**config.mk**
```make
export PLATFORM = sky130hd
export DESIGN_NAME = paddle_controller
export DESIGN_NICKNAME = d
export VERILOG_FILES = /design/src/rtl/paddle_controller.sv
export SDC_FILE = /design/constraint.sdc
export NUM_CORES = 1
export LEC_CHECK = 0
export BUFFER_PORTS_ARGS = -buffer_cell sky130_fd_sc_hd__buf_2
export CAP_MARGIN = 20
export CORE_MARGIN = 8
export CORE_UTILIZATION = 35
export CTS_CLUSTER_SIZE = 16
export DETAILED_ROUTE_END_ITERATION = 7
export PLACE_DENSITY = 0.58
export SYNTH_ARGS = -nofsm -noshare
export SYNTH_HDL_FRONTEND = slang
export SYNTH_SLANG_ARGS = --single-unit
```
**constraint.sdc**
```tcl
create_clock -name CLK -period 3.4 [get_ports CLK]
set_input_delay 0.17 -clock CLK [delete_from_list [all_inputs] [get_ports CLK]]
set_output_delay 0.17 -clock CLK [all_outputs]
set_load 0.05 [all_outputs]
```
**src/rtl/paddle_controller.sv**
```systemverilog
// paddle_controller: debounced buttons drive a per-frame paddle position with optional acceleration.
// Build option: define PADDLE_ACCEL_EN to enable the speed ramp; otherwise speed stays at BASE_SPEED.
module paddle_controller #(
  parameter int PADDLE_LENGTH_PIXEL = 60,
  parameter int MIN_X               = 10,
  parameter int MAX_X               = 730,
  parameter int START_X             = 370,
  parameter int BASE_SPEED          = 2,
  parameter int MAX_SPEED           = 8,
  parameter int RAMP_FRAMES         = 4,
  parameter int DEBOUNCE_CYCLES     = 50000
) (
  input  logic       CLK,
  input  logic       RESET,
  input  logic       BTN_LEFT,
  input  logic       BTN_RIGHT,
  input  logic       VSYNC,
  output logic [9:0] PADDLE_X_PIXEL,
  output logic       MOVING
);
  localparam int DW   = $clog2(DEBOUNCE_CYCLES + 1);
  localparam int SMAX = (MAX_SPEED > BASE_SPEED) ? MAX_SPEED : BASE_SPEED;
  localparam int SW   = $clog2(SMAX + 1);
  typedef enum logic [1:0] {IDLE, LEFT, RIGHT} state_t;
  logic [1:0] raw, s1_q, s2_q, deb;
  state_t state_q, state_d;
  logic vs_q, moving_q, chg, tick;
  logic [9:0] x_q, x_d;
  logic [SW-1:0] spd_q, spd_use;
  logic [10:0] xw, sw;
  assign raw = {BTN_RIGHT, BTN_LEFT};
  always_ff @(posedge CLK or posedge RESET)
    if (RESET) begin
      s1_q <= '0;
      s2_q <= '0;
    end else begin
      s1_q <= raw;
      s2_q <= s1_q;
    end
  for (genvar b = 0; b < 2; b++) begin : g_deb
    logic [DW-1:0] cnt_q;
    logic deb_q;
    always_ff @(posedge CLK or posedge RESET)
      if (RESET) begin
        cnt_q <= '0;
        deb_q <= 1'b0;
      end else if (s2_q[b] == deb_q) begin
        cnt_q <= '0;
      end else if (cnt_q == DW'(DEBOUNCE_CYCLES - 1)) begin
        cnt_q <= '0;
        deb_q <= ~deb_q;
      end else begin
        cnt_q <= cnt_q + 1'b1;
      end
    assign deb[b] = deb_q;
  end
  always_comb begin
    state_d = (deb[0] == deb[1]) ? IDLE : deb[0] ? LEFT : RIGHT;
    chg     = state_d != state_q;
    tick    = VSYNC & ~vs_q;
    spd_use = chg ? SW'(BASE_SPEED) : spd_q;
    xw      = {1'b0, x_q};
    sw      = 11'(spd_use);
    x_d     = !tick ? x_q :
              state_d == LEFT  ? ((xw < 11'(MIN_X) + sw) ? 10'(MIN_X) : 10'(xw - sw)) :
              state_d == RIGHT ? ((xw + sw > 11'(MAX_X)) ? 10'(MAX_X) : 10'(xw + sw)) :
              x_q;
  end
`ifdef PADDLE_ACCEL_EN
  localparam int RW = (RAMP_FRAMES > 1) ? $clog2(RAMP_FRAMES) : 1;
  logic [RW-1:0] ramp_q, ramp_d;
  logic [SW-1:0] spd_d;
  logic step, wrap;
  always_comb begin
    step   = tick && state_d != IDLE;
    wrap   = ramp_q == RW'(RAMP_FRAMES - 1);
    ramp_d = chg ? '0 : !step ? ramp_q : wrap ? '0 : ramp_q + 1'b1;
    spd_d  = chg ? SW'(BASE_SPEED) :
             !(step && wrap) ? spd_q :
             (spd_q >= SW'(MAX_SPEED)) ? SW'(MAX_SPEED) : spd_q + 1'b1;
  end
  always_ff @(posedge CLK or posedge RESET)
    if (RESET) begin
      ramp_q <= '0;
      spd_q  <= SW'(BASE_SPEED);
    end else begin
      ramp_q <= ramp_d;
      spd_q  <= spd_d;
    end
`else
  assign spd_q = SW'(BASE_SPEED);
`endif
  always_ff @(posedge CLK or posedge RESET)
    if (RESET) begin
      state_q  <= IDLE;
      vs_q     <= 1'b0;
      x_q      <= 10'(START_X);
      moving_q <= 1'b0;
    end else begin
      state_q  <= state_d;
      vs_q     <= VSYNC;
      x_q      <= x_d;
      moving_q <= state_q != IDLE;
    end
  assign PADDLE_X_PIXEL = x_q;
  assign MOVING         = moving_q;
endmodule

```
==> impl_metrics.csv <==
group,metric,value,unit
run_status,status,"complete, no violations",
timing,slew_headroom,0.530,
clocking,postCtsSetupBuffers,0,
global_routing,gr-total-overflow,0,
power_and_ir_drop,seqPwrFrac,0.537,
synthesis,yosys_warnings,0,
route,drc_errors,0,
clocking,cts.clk_slew.worst_paths,90,ps
synthesis,syn_avg_cell_area,9.67,sq um
route,drtIter0Drc,99,
route,routed_wl,5490,microns
die,dieArea,11200,sq um
power_and_ir_drop,p_leak,1.35,nW
global_routing,grt_max_degree,52,
route,dr.pass1.iters,6,
timing,maxClockFrequency,0.435,GHz
clocking,root_buffer,"clkbuf_8",
power_and_ir_drop,power.total,1.17,mW
synthesis,synth_seq_cells,51,
finish,drive_above_1_share,0.141,
placed_design,preCtsSetupSlack,1130,ps
worst_setup_path,critPathCaptureType,"flip-flop",
power_and_ir_drop,ir_worst_vdd,0.155,mV
worst_setup_path,critical_path_class,"reg2reg",
timing,hold_viol_final,0,
placed_design,place_congestion,0.844,
route,viasPerCell,5.05,
worst_setup_path,worst-path-stages,6,
clocking,clk_path_buf_depth,2,
clocking,numCtsBuffers,5,
worst_setup_path,worst-path-max-fanout,13,
die,die_w,106,microns
finish,layoutNonFillerInstCount,410,
power_and_ir_drop,powerDensity,372,nW/um^2
synthesis,synth_edf_count,0,
finish,seqCellArea,1280,sq um
placed_design,hpwl,3760,microns
worst_setup_path,slowest_delay,660,ps
finish,syn2layout_area_growth,11.0,%
route,vias,2070,
clocking,cts_max_level,2,
route,wire_per_inst,13.4,microns
timing,timing.final.ws_setup,1100,ps
flow_run,cap_violations,0,
die,die_h,106,microns
global_routing,antenna_found_initial,0,
timing,min_period,2300,ps
timing,worstMarginPinSlew,704,ps
power_and_ir_drop,swShare,0.207,
finish,nets,316,
power_and_ir_drop,p_sw,0.243,mW
synthesis,syn_inst,293,
placed_design,numPlacedInstances,397,
worst_setup_path,cp-start-kind,"flip-flop",
min_path,holdPathStages,0,
global_routing,first_global_vias,1978,
synthesis,syn_nets,305,
power_and_ir_drop,p_clk_frac,0.419,
die,io_pins,16,
route,ant_nets,0,
timing,maxSlewViolCount,0,
placed_design,portBuffers,14,
worst_setup_path,r2r_cells,6,
timing,setup_tns,0,ps
timing,setup_violations,0,
synthesis,synth_area_leaders,"dfrtp_1, nor2_1, xnor2_1",
synthesis,ys.flop_type,"dfrtp_1",
power_and_ir_drop,p_int,0.929,mW
timing,rsz0062_at_grt,"false",
min_path,hold_path.class,"reg2reg",
clocking,cts.sinks,51,
finish,antennaDiodeCount,0,
synthesis,yosysSeqAreaShare,0.453,
worst_setup_path,arrival,2530,ps
synthesis,async_flop_share,1.00,
die,core_area,8010,sq um
finish,multi_input_area,1420,sq um
clocking,clk_latency,300,ps
synthesis,netlist.area_leader.share,0.406,
finish,fill_cells,820,
timing,fin_crit_sh,0.676,
synthesis,syn_area,2830,sq um
synthesis,synth.most_common_cell,"dfrtp_1",
clocking,cts_resized,0,
synthesis,synth_area_leader_cell,"dfrtp_1",
worst_setup_path,cp.required,3630,ps
global_routing,grt_pass1_wl,9640,microns
synthesis,netlist_top_cells_count,"dfrtp_1, nor2_1, nand2_1, xnor2_1, xor2_1",
die,initial_core_util,0.354,
worst_setup_path,crit_slowest_cell,"dfstp_2",
worst_setup_path,worstPathCellList,"ha_1 -> nand2_1 -> o311ai_1 -> o21ai_1 -> a21o_1 -> o31a_1",
synthesis,yosysUniqueCellTypes,60,
clocking,tritoncts,"done",
die,rows,33,
global_routing,grt_use_total,0.104,
power_and_ir_drop,p_comb_frac,0.044,
timing,skew,5.91,ps
worst_setup_path,cp.buffers_inverters,0,
finish,post-route-util,0.393,
worst_setup_path,crit_family,"compound AO/OA/AOI/OAI gates",
cells by family after synthesis:
group / count (synthesis) / share of synthesized area
AO/OA/AOI/OAI: 43 / 0.113
flip-flops: 51 / 0.453
AND/OR/NAND/NOR: 127 / 0.239
XOR/XNOR: 34 / 0.105
buffers and inverters: 27 / 0.0459
multiplexers: 3 / 0.0115
adder cells (fa/ha/maj): 7 / 0.0309
other: 1 / 0.00132
metrics by stage:
stage | instance area [sq um] | hold WS [ps]
final | 3150 | 360
after detailed placement | 2950 | 279
after global placement | 2950 | 283
after floorplan | 2830 | 201
after CTS | 3120 | 166
after global routing | 3150 | 370
power groups by stage:
stage	clock, mW	sequential (mW)	combinational (mW)
final	0.491	0.629	0.0519
after CTS	0.510	0.629	0.0503
after detailed placement	0	0.641	0.0473
after global placement	0	0.640	0.0481
after global routing	0.532	0.631	0.0590
after floorplan	0	0.640	0.0355
routing by layer:
metal  track usage  up-vias  part of all wire
met5             0        -                 0
met2         0.154       27              0.44
met4        0.0382        0             0.017
li1              -     1039                 -
met3        0.0272        8             0.034
met1         0.142      996              0.51
repair_timing:
action,4_1_cts,5_1_grt
hold buffers,3,1
setup endpoints to repair,0,0
hold endpoints to repair,3,18
worst register-to-register path: stages (launching register included):
cell      delay (ps)
dfstp_2          660
ha_1             380
nand2_1           90
o311ai_1         350
o21ai_1          220
a21o_1           230
o31a_1           300
final cells by class:
cell class | instances | share of cell area
Inverter | 11 | 0.0131
Clock buffer | 6 | 0.0231
Multi-Input combinational cell | 215 | 0.451
Tap cell | 105 | 0.0418
Clock inverter | 2 | 0.0191
Timing Repair Buffer | 20 | 0.0438
Sequential cell | 51 | 0.408
cells in the final DEF, fill, tap and decap left out, types with 3 or more instances in the layout:
cell           instances
inv_1                 10
nor4b_1                4
o21ai_1                3
ha_1                   7
dfstp_2                5
xnor2_1               18
nand2_1               18
and4_1                 7
nor3_1                 7
dfrtp_1               46
o21ai_0                8
nor3b_1                3
buf_2                 14
and3_1                 7
dlygate4sd3_1          4
o31ai_1                3
nor2_1                42
xor2_1                16
clkbuf_8               5
nor4_1                 3
nand4_1                5
a21oi_1                4
nand3_1               15
path summary, 6_finish.rpt:
kind,startpoint,end,slack [ps]
min in group asynchronous,RESET,g_deb[0].cnt_q[15]$_DFF_PP0_,440
hold reg to reg,s1_q[1]$_DFF_PP0_,s2_q[1]$_DFF_PP0_,360
hold / removal,s1_q[1]$_DFF_PP0_,s2_q[1]$_DFF_PP0_,360
setup reg to reg,PADDLE_X_PIXEL[1]$_DFFE_PP1P_,PADDLE_X_PIXEL[4]$_DFFE_PP1P_,1100
max in group asynchronous,RESET,PADDLE_X_PIXEL[4]$_DFFE_PP1P_,2360
setup / recovery,PADDLE_X_PIXEL[1]$_DFFE_PP1P_,PADDLE_X_PIXEL[4]$_DFFE_PP1P_,1100
flip-flops by register name (all words and copies together), names as in the netlist:
| register | cells |
|---|---|
| g_deb.cnt_q | 32 |
| PADDLE_X_PIXEL | 9 |
| g_deb.deb_q | 2 |
| s1_q | 2 |
| s2_q | 2 |
| state_q | 2 |
| MOVING | 1 |
| vs_q | 1 |
Power figures use the tool's default switching activity.
